### config.mk
export PLATFORM = sky130hd
export DESIGN_NAME = axi_rr_arbiter
export DESIGN_NICKNAME = d
export VERILOG_FILES = /design/src/rtl/axi_rr_arbiter.sv
export SDC_FILE = /design/constraint.sdc
export NUM_CORES = 1
export LEC_CHECK = 0
export BUFFER_PORTS_ARGS = -buffer_cell sky130_fd_sc_hd__buf_2
export CAP_MARGIN = 10
export CELL_PAD_IN_SITES_DETAIL_PLACEMENT = 0
export CELL_PAD_IN_SITES_GLOBAL_PLACEMENT = 2
export CORE_AREA = 2 2 178 180
export CTS_CLUSTER_SIZE = 14
export DETAILED_ROUTE_END_ITERATION = 12
export DIE_AREA = 0 0 180 182
export MAX_ROUTING_LAYER = met4
export PLACE_DENSITY_LB_ADDON = 0.1
export SYNTH_ARGS = -nofsm -noshare
export SYNTH_HDL_FRONTEND = slang
export SYNTH_SLANG_ARGS = --single-unit
### constraint.sdc
create_clock -name clock -period 1.7 [get_ports clock]
set_input_delay 0.255 -clock clock [delete_from_list [all_inputs] [get_ports clock]]
set_output_delay 0.255 -clock clock [all_outputs]
set_load 0.05 [all_outputs]
### src/rtl/axi_rr_arbiter.sv
// N-port single-beat AXI4 arbiter: independent round-robin read and write paths
// merged onto one AXI4 master port; the transaction ID carries the granted port.
module axi_rr_arbiter #(
    parameter int unsigned N_PORTS = 2,
    parameter int unsigned ADDR_W  = 32,
    parameter int unsigned DATA_W  = 32,
    parameter int unsigned ID_W    = 4
) (
    input  logic                         clock,
    input  logic                         reset,
    // requester read address / data
    input  logic [N_PORTS-1:0]           s_arvalid,
    output logic [N_PORTS-1:0]           s_arready,
    input  logic [N_PORTS*ADDR_W-1:0]    s_araddr,
    input  logic [N_PORTS*3-1:0]         s_arsize,
    output logic [N_PORTS-1:0]           s_rvalid,
    input  logic [N_PORTS-1:0]           s_rready,
    output logic [DATA_W-1:0]            s_rdata,
    output logic [1:0]                   s_rresp,
    // requester write address / data / response
    input  logic [N_PORTS-1:0]           s_awvalid,
    output logic [N_PORTS-1:0]           s_awready,
    input  logic [N_PORTS*ADDR_W-1:0]    s_awaddr,
    input  logic [N_PORTS*3-1:0]         s_awsize,
    input  logic [N_PORTS-1:0]           s_wvalid,
    output logic [N_PORTS-1:0]           s_wready,
    input  logic [N_PORTS*DATA_W-1:0]    s_wdata,
    input  logic [N_PORTS*DATA_W/8-1:0]  s_wstrb,
    output logic [N_PORTS-1:0]           s_bvalid,
    input  logic [N_PORTS-1:0]           s_bready,
    output logic [1:0]                   s_bresp,
    // master AR
    output logic                         m_arvalid,
    input  logic                         m_arready,
    output logic [ID_W-1:0]              m_arid,
    output logic [ADDR_W-1:0]            m_araddr,
    output logic [7:0]                   m_arlen,
    output logic [2:0]                   m_arsize,
    output logic [1:0]                   m_arburst,
    // master R
    input  logic                         m_rvalid,
    output logic                         m_rready,
    input  logic [ID_W-1:0]              m_rid,
    input  logic [DATA_W-1:0]            m_rdata,
    input  logic [1:0]                   m_rresp,
    input  logic                         m_rlast,
    // master AW
    output logic                         m_awvalid,
    input  logic                         m_awready,
    output logic [ID_W-1:0]              m_awid,
    output logic [ADDR_W-1:0]            m_awaddr,
    output logic [7:0]                   m_awlen,
    output logic [2:0]                   m_awsize,
    output logic [1:0]                   m_awburst,
    // master W
    output logic                         m_wvalid,
    input  logic                         m_wready,
    output logic [DATA_W-1:0]            m_wdata,
    output logic [DATA_W/8-1:0]          m_wstrb,
    output logic                         m_wlast,
    // master B
    input  logic                         m_bvalid,
    output logic                         m_bready,
    input  logic [ID_W-1:0]              m_bid,
    input  logic [1:0]                   m_bresp
);

    localparam int unsigned STRB_W = DATA_W / 8;
    localparam int unsigned GW     = (N_PORTS > 1) ? $clog2(N_PORTS) : 1;

    typedef enum logic [1:0] {R_IDLE, R_ADDR, R_DATA} r_state_e;
    typedef enum logic [1:0] {W_IDLE, W_XFER, W_RESP} w_state_e;

    r_state_e        r_state_q, r_state_d;
    w_state_e        w_state_q, w_state_d;
    logic [GW-1:0]   r_grant_q, r_grant_d;
    logic [GW-1:0]   w_grant_q, w_grant_d;
    logic [GW-1:0]   rr_ptr_r_q, rr_ptr_r_d;
    logic [GW-1:0]   rr_ptr_w_q, rr_ptr_w_d;
    logic            aw_done_q, aw_done_d;
    logic            w_done_q, w_done_d;

    logic [ADDR_W-1:0] araddr_a [N_PORTS];
    logic [2:0]        arsize_a [N_PORTS];
    logic [ADDR_W-1:0] awaddr_a [N_PORTS];
    logic [2:0]        awsize_a [N_PORTS];
    logic [DATA_W-1:0] wdata_a  [N_PORTS];
    logic [STRB_W-1:0] wstrb_a  [N_PORTS];

    // Unpack the flat per-port payload buses into indexable arrays.
    for (genvar i = 0; i < N_PORTS; i++) begin : g_unpack
        assign araddr_a[i] = s_araddr[i*ADDR_W +: ADDR_W];
        assign arsize_a[i] = s_arsize[i*3 +: 3];
        assign awaddr_a[i] = s_awaddr[i*ADDR_W +: ADDR_W];
        assign awsize_a[i] = s_awsize[i*3 +: 3];
        assign wdata_a[i]  = s_wdata[i*DATA_W +: DATA_W];
        assign wstrb_a[i]  = s_wstrb[i*STRB_W +: STRB_W];
    end

    // First requesting port at or above ptr, wrapping around.
    function automatic logic [GW-1:0] rr_pick(input logic [N_PORTS-1:0] req,
                                              input logic [GW-1:0]      ptr);
        logic [GW-1:0] pick;
        logic [GW-1:0] idx_g;
        logic          found;
        int unsigned   idx;
        pick  = ptr;
        found = 1'b0;
        for (int unsigned off = 0; off < N_PORTS; off++) begin
            idx = 32'(ptr) + off;
            if (idx >= N_PORTS) idx = idx - N_PORTS;
            idx_g = GW'(idx);
            if (!found && req[idx_g]) begin
                pick  = idx_g;
                found = 1'b1;
            end
        end
        return pick;
    endfunction

    function automatic logic [GW-1:0] next_port(input logic [GW-1:0] g);
        return (g == GW'(N_PORTS - 1)) ? '0 : g + GW'(1);
    endfunction

    // State registers for both paths.
    always_ff @(posedge clock) begin
        if (!reset) begin
            r_state_q  <= R_IDLE;
            w_state_q  <= W_IDLE;
            r_grant_q  <= '0;
            w_grant_q  <= '0;
            rr_ptr_r_q <= '0;
            rr_ptr_w_q <= '0;
            aw_done_q  <= 1'b0;
            w_done_q   <= 1'b0;
        end else begin
            r_state_q  <= r_state_d;
            w_state_q  <= w_state_d;
            r_grant_q  <= r_grant_d;
            w_grant_q  <= w_grant_d;
            rr_ptr_r_q <= rr_ptr_r_d;
            rr_ptr_w_q <= rr_ptr_w_d;
            aw_done_q  <= aw_done_d;
            w_done_q   <= w_done_d;
        end
    end

    // Read path: grant, address phase, data phase routed back to the grantee.
    always_comb begin
        r_state_d  = r_state_q;
        r_grant_d  = r_grant_q;
        rr_ptr_r_d = rr_ptr_r_q;
        s_arready  = '0;
        s_rvalid   = '0;
        m_arvalid  = 1'b0;
        m_rready   = 1'b0;
        case (r_state_q)
            R_IDLE: begin
                if (|s_arvalid) begin
                    r_grant_d = rr_pick(s_arvalid, rr_ptr_r_q);
                    r_state_d = R_ADDR;
                end
            end
            R_ADDR: begin
                m_arvalid            = 1'b1;
                s_arready[r_grant_q] = m_arready;
                if (m_arready) r_state_d = R_DATA;
            end
            R_DATA: begin
                s_rvalid[r_grant_q] = m_rvalid;
                m_rready            = s_rready[r_grant_q];
                if (m_rvalid && s_rready[r_grant_q] && m_rlast) begin
                    r_state_d  = R_IDLE;
                    rr_ptr_r_d = next_port(r_grant_q);
                end
            end
            default: r_state_d = R_IDLE;
        endcase
    end

    logic aw_hs;
    logic w_hs;

    // Write path: AW and W complete independently, then wait for B.
    always_comb begin
        w_state_d  = w_state_q;
        w_grant_d  = w_grant_q;
        rr_ptr_w_d = rr_ptr_w_q;
        aw_done_d  = aw_done_q;
        w_done_d   = w_done_q;
        s_awready  = '0;
        s_wready   = '0;
        s_bvalid   = '0;
        m_awvalid  = 1'b0;
        m_wvalid   = 1'b0;
        m_bready   = 1'b0;
        aw_hs      = 1'b0;
        w_hs       = 1'b0;
        case (w_state_q)
            W_IDLE: begin
                if (|s_awvalid) begin
                    w_grant_d = rr_pick(s_awvalid, rr_ptr_w_q);
                    w_state_d = W_XFER;
                end
            end
            W_XFER: begin
                m_awvalid = !aw_done_q;
                m_wvalid  = !w_done_q && s_wvalid[w_grant_q];
                s_awready[w_grant_q] = m_awready && !aw_done_q;
                s_wready[w_grant_q]  = m_wready && !w_done_q;
                aw_hs     = m_awvalid && m_awready;
                w_hs      = m_wvalid && m_wready;
                aw_done_d = aw_done_q || aw_hs;
                w_done_d  = w_done_q || w_hs;
                if (aw_done_d && w_done_d) w_state_d = W_RESP;
            end
            W_RESP: begin
                s_bvalid[w_grant_q] = m_bvalid;
                m_bready            = s_bready[w_grant_q];
                if (m_bvalid && s_bready[w_grant_q]) begin
                    w_state_d  = W_IDLE;
                    aw_done_d  = 1'b0;
                    w_done_d   = 1'b0;
                    rr_ptr_w_d = next_port(w_grant_q);
                end
            end
            default: w_state_d = W_IDLE;
        endcase
    end

    // Payload muxes follow the registered grants.
    assign m_arid    = ID_W'(r_grant_q);
    assign m_araddr  = araddr_a[r_grant_q];
    assign m_arsize  = arsize_a[r_grant_q];
    assign m_awid    = ID_W'(w_grant_q);
    assign m_awaddr  = awaddr_a[w_grant_q];
    assign m_awsize  = awsize_a[w_grant_q];
    assign m_wdata   = wdata_a[w_grant_q];
    assign m_wstrb   = wstrb_a[w_grant_q];

    assign m_arlen   = 8'd0;
    assign m_awlen   = 8'd0;
    assign m_arburst = 2'b01;
    assign m_awburst = 2'b01;
    assign m_wlast   = 1'b1;

    assign s_rdata   = m_rdata;
    assign s_rresp   = m_rresp;
    assign s_bresp   = m_bresp;

    // Responses are routed by the held grant, so returned IDs are not needed.
    logic unused_ids;
    assign unused_ids = ^{m_rid, m_bid};

endmodule

==> Word-level counts from Yosys, hierarchy flattened <==
Index checks and enable logic that the tools add are counted.
{ "word_totals": {"regBits": 10, "in_bits": 274, "output_inout_bits": 186, "word_cells": 158} }
{ "op_classes": {"add_sub_neg": 8, "n_lt_le_gt_ge": 14, "n_eq_ne": 10, "mux": 81, "n_bitwise": 7, "reduce_logical": 30} }
{ "op_table": {"columns": ["cell", "count"], "rows": [
  ["two-way mux 32 bit", 9],
  ["two-way mux 1 bit", 46],
  ["two-way mux 2 bit", 11],
  ["two-way mux 3 bit", 6],
  ["logical AND 1 bit", 12],
  ["< comparator 1 x 2 -> 1 bit (second input constant)", 6],
  ["two-way mux 4 bit", 3],
  ["!= test 2 bit (second input constant)", 6],
  ["one-hot mux 2 bit (3 select lines)", 2],
  ["AND 2 bit", 5],
  ["AND reduction 2 bit", 5],
  ["greater-or-equal comparator 2 bit (second input constant)", 4],
  ["AND reduction 3 bit", 2],
  ["adder 1 x 1 -> 2 bit (second input constant)", 2],
  ["equality test 2 x 1 -> 1 bit (second input constant)", 2],
  ["equality test 2 bit (second input constant)", 2],
  ["greater-or-equal comparator 1 x 2 -> 1 bit (second input constant)", 2],
  ["zero test 1 bit", 4],
  ["zero test 2 bit", 2],
  ["inverter 1 -> 2 bit", 2],
  ["one-hot mux 1 bit (2 select lines)", 2],
  ["OR reduction 2 bit", 2],
  ["subtractor 1 bit (second input constant)", 4],
  ["adder 1 bit (second input constant)", 2],
  ["4 further kinds", 7]
]} }

==> Longest topological paths before layout <==
Gate-level depths: netlist (run 1).
{ "depth": {"ltp_word": 12, "depth_mapped": 5, "depth_no_buf": 3} }

==> Worst setup path after synthesis (run 1) <==
OpenSTA, ideal clock, no wires.
{ "synth_timing": {"kind": "register to output", "startpoint": "reg w_state_q[1]", "endpoint": "out s_awready[0]", "arrival_time_ns": 2.532, "t_required_ns": 1.445, "setup_slack_ns": -1.087, "stages_incl_launch_ff": 5, "path_buffers": 1, "cell_sequence": "dfxtp_1 buf_2 nor3b_1 nand2_1 nor2_1"} }
{ "synth_between": {"elab_chain_len": 2} }
{ "synth_lines": {"columns": ["item", "line_no", "text"], "rows": [
  ["from (decl)", "75", "w_state_e w_state_q, w_state_d;"],
  ["from (signal assigned)", "138", "w_state_q <= w_state_d;"],
  ["equality test 2 x 1 -> 1 bit", "199", "case (w_state_q)"],
  ["two-way mux 2 bit", "199", null],
  ["to (decl)", "22", "output logic [N_PORTS-1:0] s_awready,"]
]} }
Every way passes these cells.

==> Worst setup path after layout (run 1) <==
{ "layout_timing": {"startpoint": "reg w_grant_q", "endpoint": "out m_awaddr[8]"} }
{ "layout_between": {"elab_chain_len": 4} }
{ "layout_lines": {"columns": ["item", "line_no", "text"], "rows": [
  ["from (decl)", "77", "logic [GW-1:0] w_grant_q, w_grant_d;"],
  ["from (signal assigned)", "140", "w_grant_q <= w_grant_d;"],
  ["inverter 1 -> 2 bit (not written as such)", "236", "assign m_awaddr = awaddr_a[w_grant_q];"],
  ["two-way mux 32 bit (not written as such) (3 in series)", "236", null],
  ["to (decl)", "51", "output logic [ADDR_W-1:0] m_awaddr,"]
]} }
Every way passes these cells. The select of a mux whose other input is x is not followed.

==> results.yml, run 1 <==
critical_path:
  worstSetupPathType: "flip-flop to primary output"
  critical_path.endpoint_type: "primary output"
  critical_path.reg2reg.startpoint: "w_grant_q"
  reg2reg_depth: 5
  endpoint_arrival_time_on_the_critical_path_ns: 1.46
  start_kind: "flip-flop"
  reg2reg_setup_slack_ns: 0.37
  crit_required_ns: 1.44
  worst_r2r_endpoint: "w_state_q[1]"
  startpoint: "w_grant_q"
  cp_max_fo: 21
global_route:
  largest_net_degree_at_the_start_of_global_routing: 45
  first_pass_grt_wire_length_mm: 19.5
  global_route.usage.total_pct: 8.08
  grt_antenna_before_repair: 4
  grtUsageMet1_pct: 7.03
  overflow: 0
  vias_in_the_first_global_route: 3319
  grt_busiest_layer: "met2"
  gr-usage-met2_pct: 16.3
  grt_use_met3_pct: 3.13
power_and_ir_drop:
  p_per_area_mw_per_mm2: 586
  total_leakage_power_nw: 2.38
  finalPower_mw: 2.83
  vdd.ir_drop.worst_mv: 0.410
layout:
  layout.cell_area.non_filler_mm2: 0.00483
  most-common-layout-cells: "275 x buf_2, 102 x mux2_2, 77 x buf_4"
  final_common_cell: "buf_2"
  synthToLayoutAreaGrowth_pct: 100
  final_nets: 861
  final_layout_size_suffix_gt1_share_pct: 84.0
  finalNonFillerCells: 992
  fin_util_pct: 15.6
  fill_cells: 3568
flow_run:
  cap_violations: 0
routing:
  detailedRoute.firstIterationViolations: 64
  routed_wl_mm: 14.4
  routed-via-count: 3155
  routedWlPerCell_um: 14.5
  drt_first_pass_iters: 3
  vias_per_cell: 3.18
  antenna_left: 0
  post_route_drc: 0
sta:
  skew_ns: 0.000449
  rsz0062_at_grt: "yes"
  max_slew_violations: 0
  hold-worst-slack_ns: 0.239
  timing.fmax_mhz: 583
  setup_slack_ns: -0.0139
  minimum_period_implied_by_the_final_worst_setup_slack_ns: 1.71
  setup_viol_count_final: 3
  fin_setup_tns_ns: -0.0153
  post-route-period-util_pct: 101
  hold_violations: 0
die:
  row_count: 65
  die_h_um: 182
  die_area_mm2: 0.0328
  core_ar_mm2: 0.0310
  design.portCount: 460
  die_width_um: 180
  initial_utilization_pct: 7.79
synthesis:
  number_of_register_bits_inferred_by_synthesis: 10
  per_instance_average_area_after_synthesis_um2: 9.03
  netlist_area_mm2: 0.00241
  warning_count_from_the_yosys_run: 0
  syn-instance-count: 267
  cell_variety_after_synth: 33
  seq_area_frac_synth_pct: 8.30
placed_design:
  routabilityCongestion: 0.787
  placement.cell_area_mm2: 0.00439
  post_placement_cell_count: 977
  detailedPlace.worstSlack_ns: 0.121
  port_buf_inserts: 352
  hpwlAfterDp_mm: 12.5
clocking:
  cts.root.buffer_cell: "clkbuf_16"
  htreeDepth: 1
  cts_inserted_buffers: 3
  maximum_clock_path_buffer_count: 2
  numClockSinks: 10
  insertion_delay_ns: 0.24
  cts.reportedPaths.clkPinSlew_ns: 0.04
  cts_tree: "done"
min_path:
  hold_path.startpoint: "s_bready[1]"
  min_delay_path_depth: 2
  hold_path.class: "primary input to flip-flop"
  whs_endpoint: "rr_ptr_w_q"
status:
  failed_checks: "negative setup slack"
  outcome: "finished, violations left"
## kinds of logic after synthesis
logic type	count (synthesis)	share of synthesized area, %
flops	10	8.30
other cells	2	0.311
compound gates	20	5.39
simple gates	41	9.34
buf+inv	84	25.5
mux	110	51.1
## registers in the layout, summed over array words and instances, names as in the netlist
name        cells
rr_ptr_w_q      1
rr_ptr_r_q      1
r_state_q       2
w_state_q       2
w_grant_q       1
w_done_q        1
aw_done_q       1
r_grant_q       1
## layer usage
metal  up-vias  routed length (um)
met2       240                8190
li1       1490                   -
met3        10                1530
met4         0                  93
met1      1415                4570
met5         -                   0
## cell type report
| class | instances | area, um2 | area share, % |
|---|---|---|---|
| Antenna cell | 4 | 10.0 | 0.207 |
| Clock buffer | 4 | 88.8 | 1.84 |
| Inverter | 4 | 15.0 | 0.311 |
| Multi-Input combinational cell | 198 | 1760 | 36.4 |
| Sequential cell | 10 | 208 | 4.30 |
| Tap cell | 402 | 503 | 10.4 |
| Timing Repair Buffer | 370 | 2250 | 46.6 |
## cells in the mapped netlist
cell | instances | area (um2)
conb_1 | 2 | 7.51
o221ai_1 | 1 | 8.76
nor3b_1 | 2 | 15.0
and2b_1 | 1 | 7.51
and3b_1 | 1 | 8.76
mux2_2 | 103 | 1160
a311oi_1 | 1 | 8.76
nand3_1 | 1 | 5.00
and3_1 | 3 | 18.8
o21a_1 | 1 | 7.51
buf_2 | 9 | 45.0
dfxtp_1 | 10 | 200
nor4b_2 | 1 | 15.0
nor2_1 | 11 | 41.3
nand4b_1 | 1 | 8.76
mux2i_1 | 4 | 40.0
a211o_1 | 1 | 8.76
a21boi_0 | 1 | 7.51
nand2_1 | 8 | 30.0
inv_1 | 4 | 15.0
a21bo_2 | 1 | 10.0
a21oi_1 | 7 | 35.0
nand3b_1 | 2 | 15.0
a2111oi_0 | 1 | 8.76
nor3_1 | 2 | 10.0
a21boi_1 | 1 | 7.51
o21ai_0 | 4 | 20.0
buf_4 | 65 | 488
nor2b_1 | 5 | 31.3
buf_6 | 6 | 67.6
o21bai_1 | 1 | 7.51
mux2_1 | 3 | 33.8
nand2b_1 | 3 | 18.8
## worst max-delay path, cell delays in order (launching register included)
cell	delay (ns)
dfxtp_4	0.35
buf_12	0.13
buf_12	0.17
mux2_2	0.36
buf_4	0.20
## repair_timing
| action | 4_1_cts | 5_1_grt |
|---|---|---|
| cloned | 0 | 3 |
| buffers inserted | 3 | 1 |
| gates resized for setup | 65 | 43 |
| setup endpoints to repair | 70 | 106 |
| pin swaps | 0 | 0 |
| hold buffers | 0 | 0 |
## worst max path at each step
| stage | to | slack, ns | depth (start not counted) |
|---|---|---|---|
| 4_1_cts | m_awaddr[8] | -0.04 | 4 |
| 5_1_grt | m_awaddr[8] | -0.06 | 4 |
| 2_1_floorplan | s_awready[0] | -0.01 | 4 |
| 3_3_place_gp | m_awaddr[21] | 0.12 | 3 |
| 6_report | m_awaddr[8] | -0.01 | 4 |
| 3_5_place_dp | m_awaddr[21] | 0.12 | 3 |
## where the power goes
group | internal, mW | total (mW) | switching, mW
Clock | 0.355 | 0.473 | 0.118
Combinational | 0.740 | 2.09 | 1.35
Sequential | 0.252 | 0.273 | 0.0209
Total | 1.35 | 2.83 | 1.49
(Power assumes the default switching activity.)
==> run 2: changes to the inputs <==
CTS_BUF_LIST = sky130_fd_sc_hd__clkbuf_4   (was default)
==> results.yml, run 2 (synthesized netlist as in run 1, its figures left out) <==
status:
  outcome: "finished, violations left"
  failed_checks: "negative setup slack"
critical_path:
  worstSetupPathType: "flip-flop to primary output"
  cp_max_fo: 8
  critical_path.endpoint_type: "primary output"
  endpoint_arrival_time_on_the_critical_path_ns: 1.47
  start_kind: "flip-flop"
  crit_required_ns: 1.44
global_route:
  overflow: 0
  largest_net_degree_at_the_start_of_global_routing: 23
  grt_antenna_before_repair: 4
  vias_in_the_first_global_route: 3379
  first_pass_grt_wire_length_mm: 20.0
  global_route.usage.total_pct: 8.31
power_and_ir_drop:
  seqPwrFrac_pct: 9.4
  total_leakage_power_nw: 2.78
  vdd.ir_drop.worst_mv: 0.160
  switching_share_pct: 52.7
  share_clk_of_total_power_pct: 6.1
  finalPower_mw: 2.95
  p_comb_share_pct: 84.5
  power_report.internal_total_mw: 1.40
  power.net_switching_mw: 1.56
  p_per_area_mw_per_mm2: 518
die:
  die_area_mm2: 0.0328
  initial_utilization_pct: 7.79
  die_h_um: 182
  core_ar_mm2: 0.0310
  row_count: 65
  die_width_um: 180
  design.portCount: 460
clocking:
  insertion_delay_ns: 0.27
  maximum_clock_path_buffer_count: 2
  numClockSinks: 10
  cts_tree: "done"
  cts.root.buffer_cell: "clkbuf_4"
  cts.reportedPaths.clkPinSlew_ns: 0.08
  cts_inserted_buffers: 3
  htreeDepth: 1
routing:
  detailedRoute.firstIterationViolations: 62
  vias_per_cell: 3.23
  post_route_drc: 0
  routedWlPerCell_um: 15.3
  routed-via-count: 3235
  antenna_left: 0
  routed_wl_mm: 15.3
  drt_first_pass_iters: 4
sta:
  setup_viol_count_final: 36
  skew_ns: 0.000466
  hold-worst-slack_ns: 0.208
  minimum_period_implied_by_the_final_worst_setup_slack_ns: 1.72
  setup_slack_ns: -0.0224
  fin_setup_tns_ns: -0.452
  max_slew_violations: 0
  hold_violations: 0
  rsz0062_at_grt: "yes"
  post-route-period-util_pct: 101
  timing.fmax_mhz: 581
placed_design:
  routabilityCongestion: 0.787
  post_placement_cell_count: 977
  detailedPlace.worstSlack_ns: 0.121
  hpwlAfterDp_mm: 12.5
  placement.cell_area_mm2: 0.00439
  port_buf_inserts: 352
layout:
  biggestRegsByFlops: "r_state_q (2), w_state_q (2)"
  synthToLayoutAreaGrowth_pct: 136
  final_nets: 871
  fin_util_pct: 18.4
  layout.cell_area.non_filler_mm2: 0.00570
  finalNonFillerCells: 1002
  final_common_cell: "buf_2"
  most-common-layout-cells: "237 x buf_2, 89 x buf_6, 62 x mux2_2"
  final_layout_size_suffix_gt1_share_pct: 85.4
min_path:
  hold_path.class: "primary input to flip-flop"
flow_run:
  cap_violations: 0
## run 2: changes by cell type in the layout (fill, tap and decap cells not counted), moves of 3 or more
cell | previous run | this run
buf_2 | 275 | 237
buf_4 | 77 | 15
buf_6 | 5 | 89
buf_8 | 1 | 21
mux2_1 | 3 | 0
mux2_2 | 102 | 62
mux2_4 | 1 | 44
## run 2: layout make-up
| type | instances | area (um2) |
|---|---|---|
| Antenna cell | 4 | 10.0 |
| Clock buffer | 3 | 22.5 |
| Clock inverter | 1 | 3.75 |
| Fill cell | 3499 | 25300 |
| Inverter | 4 | 15.0 |
| Multi-Input combinational cell | 198 | 1930 |
| Sequential cell | 10 | 210 |
| Tap cell | 402 | 503 |
| Timing Repair Buffer | 380 | 3000 |
## run 2: timing repair
action / in CTS / in global routing
buffers inserted: 4 / 5
setup endpoints to repair: 114 / 113
resized for setup: 152 / 171
cloned: 1 / 7
pin swaps: 2 / 1
hold buffers: 0 / 0
## run 2: final timing paths
path                            depth (start not counted)  slack, ns         from           end
worst max-delay path                                    4      -0.02    w_grant_q  m_awaddr[15]
worst max register to register                          5       0.36    w_grant_q  w_state_q[1]
worst min register to register                          2       0.48   rr_ptr_r_q    rr_ptr_r_q
worst min-delay path                                    2       0.21  s_bready[1]    rr_ptr_w_q
## run 2: power by group through the flow
stage	sequential (mW)	combinational, mW	clock (mW)
after floorplan	0.270	1.68	0
after global placement	0.281	1.97	0
after detailed placement	0.281	1.96	0
after CTS	0.271	2.21	0.196
after global routing	0.281	2.61	0.208
final	0.277	2.50	0.180
## run 2: metal layers
metal  up-vias  share of wire [%]  global-route usage [%]
li1       1508                  -                       -
met1      1477                 31                    7.23
met2       240                 59                    16.9
met3        10                9.8                    3.09
met4         0               0.61                    1.43
met5         -                  0                       -
## run 2: worst max-delay path, stage by stage (launching register included)
cell and delay [ns]:
dfxtp_4 0.36, buf_12 0.15, clkbuf_16 0.17, mux2_2 0.34, buf_6 0.15
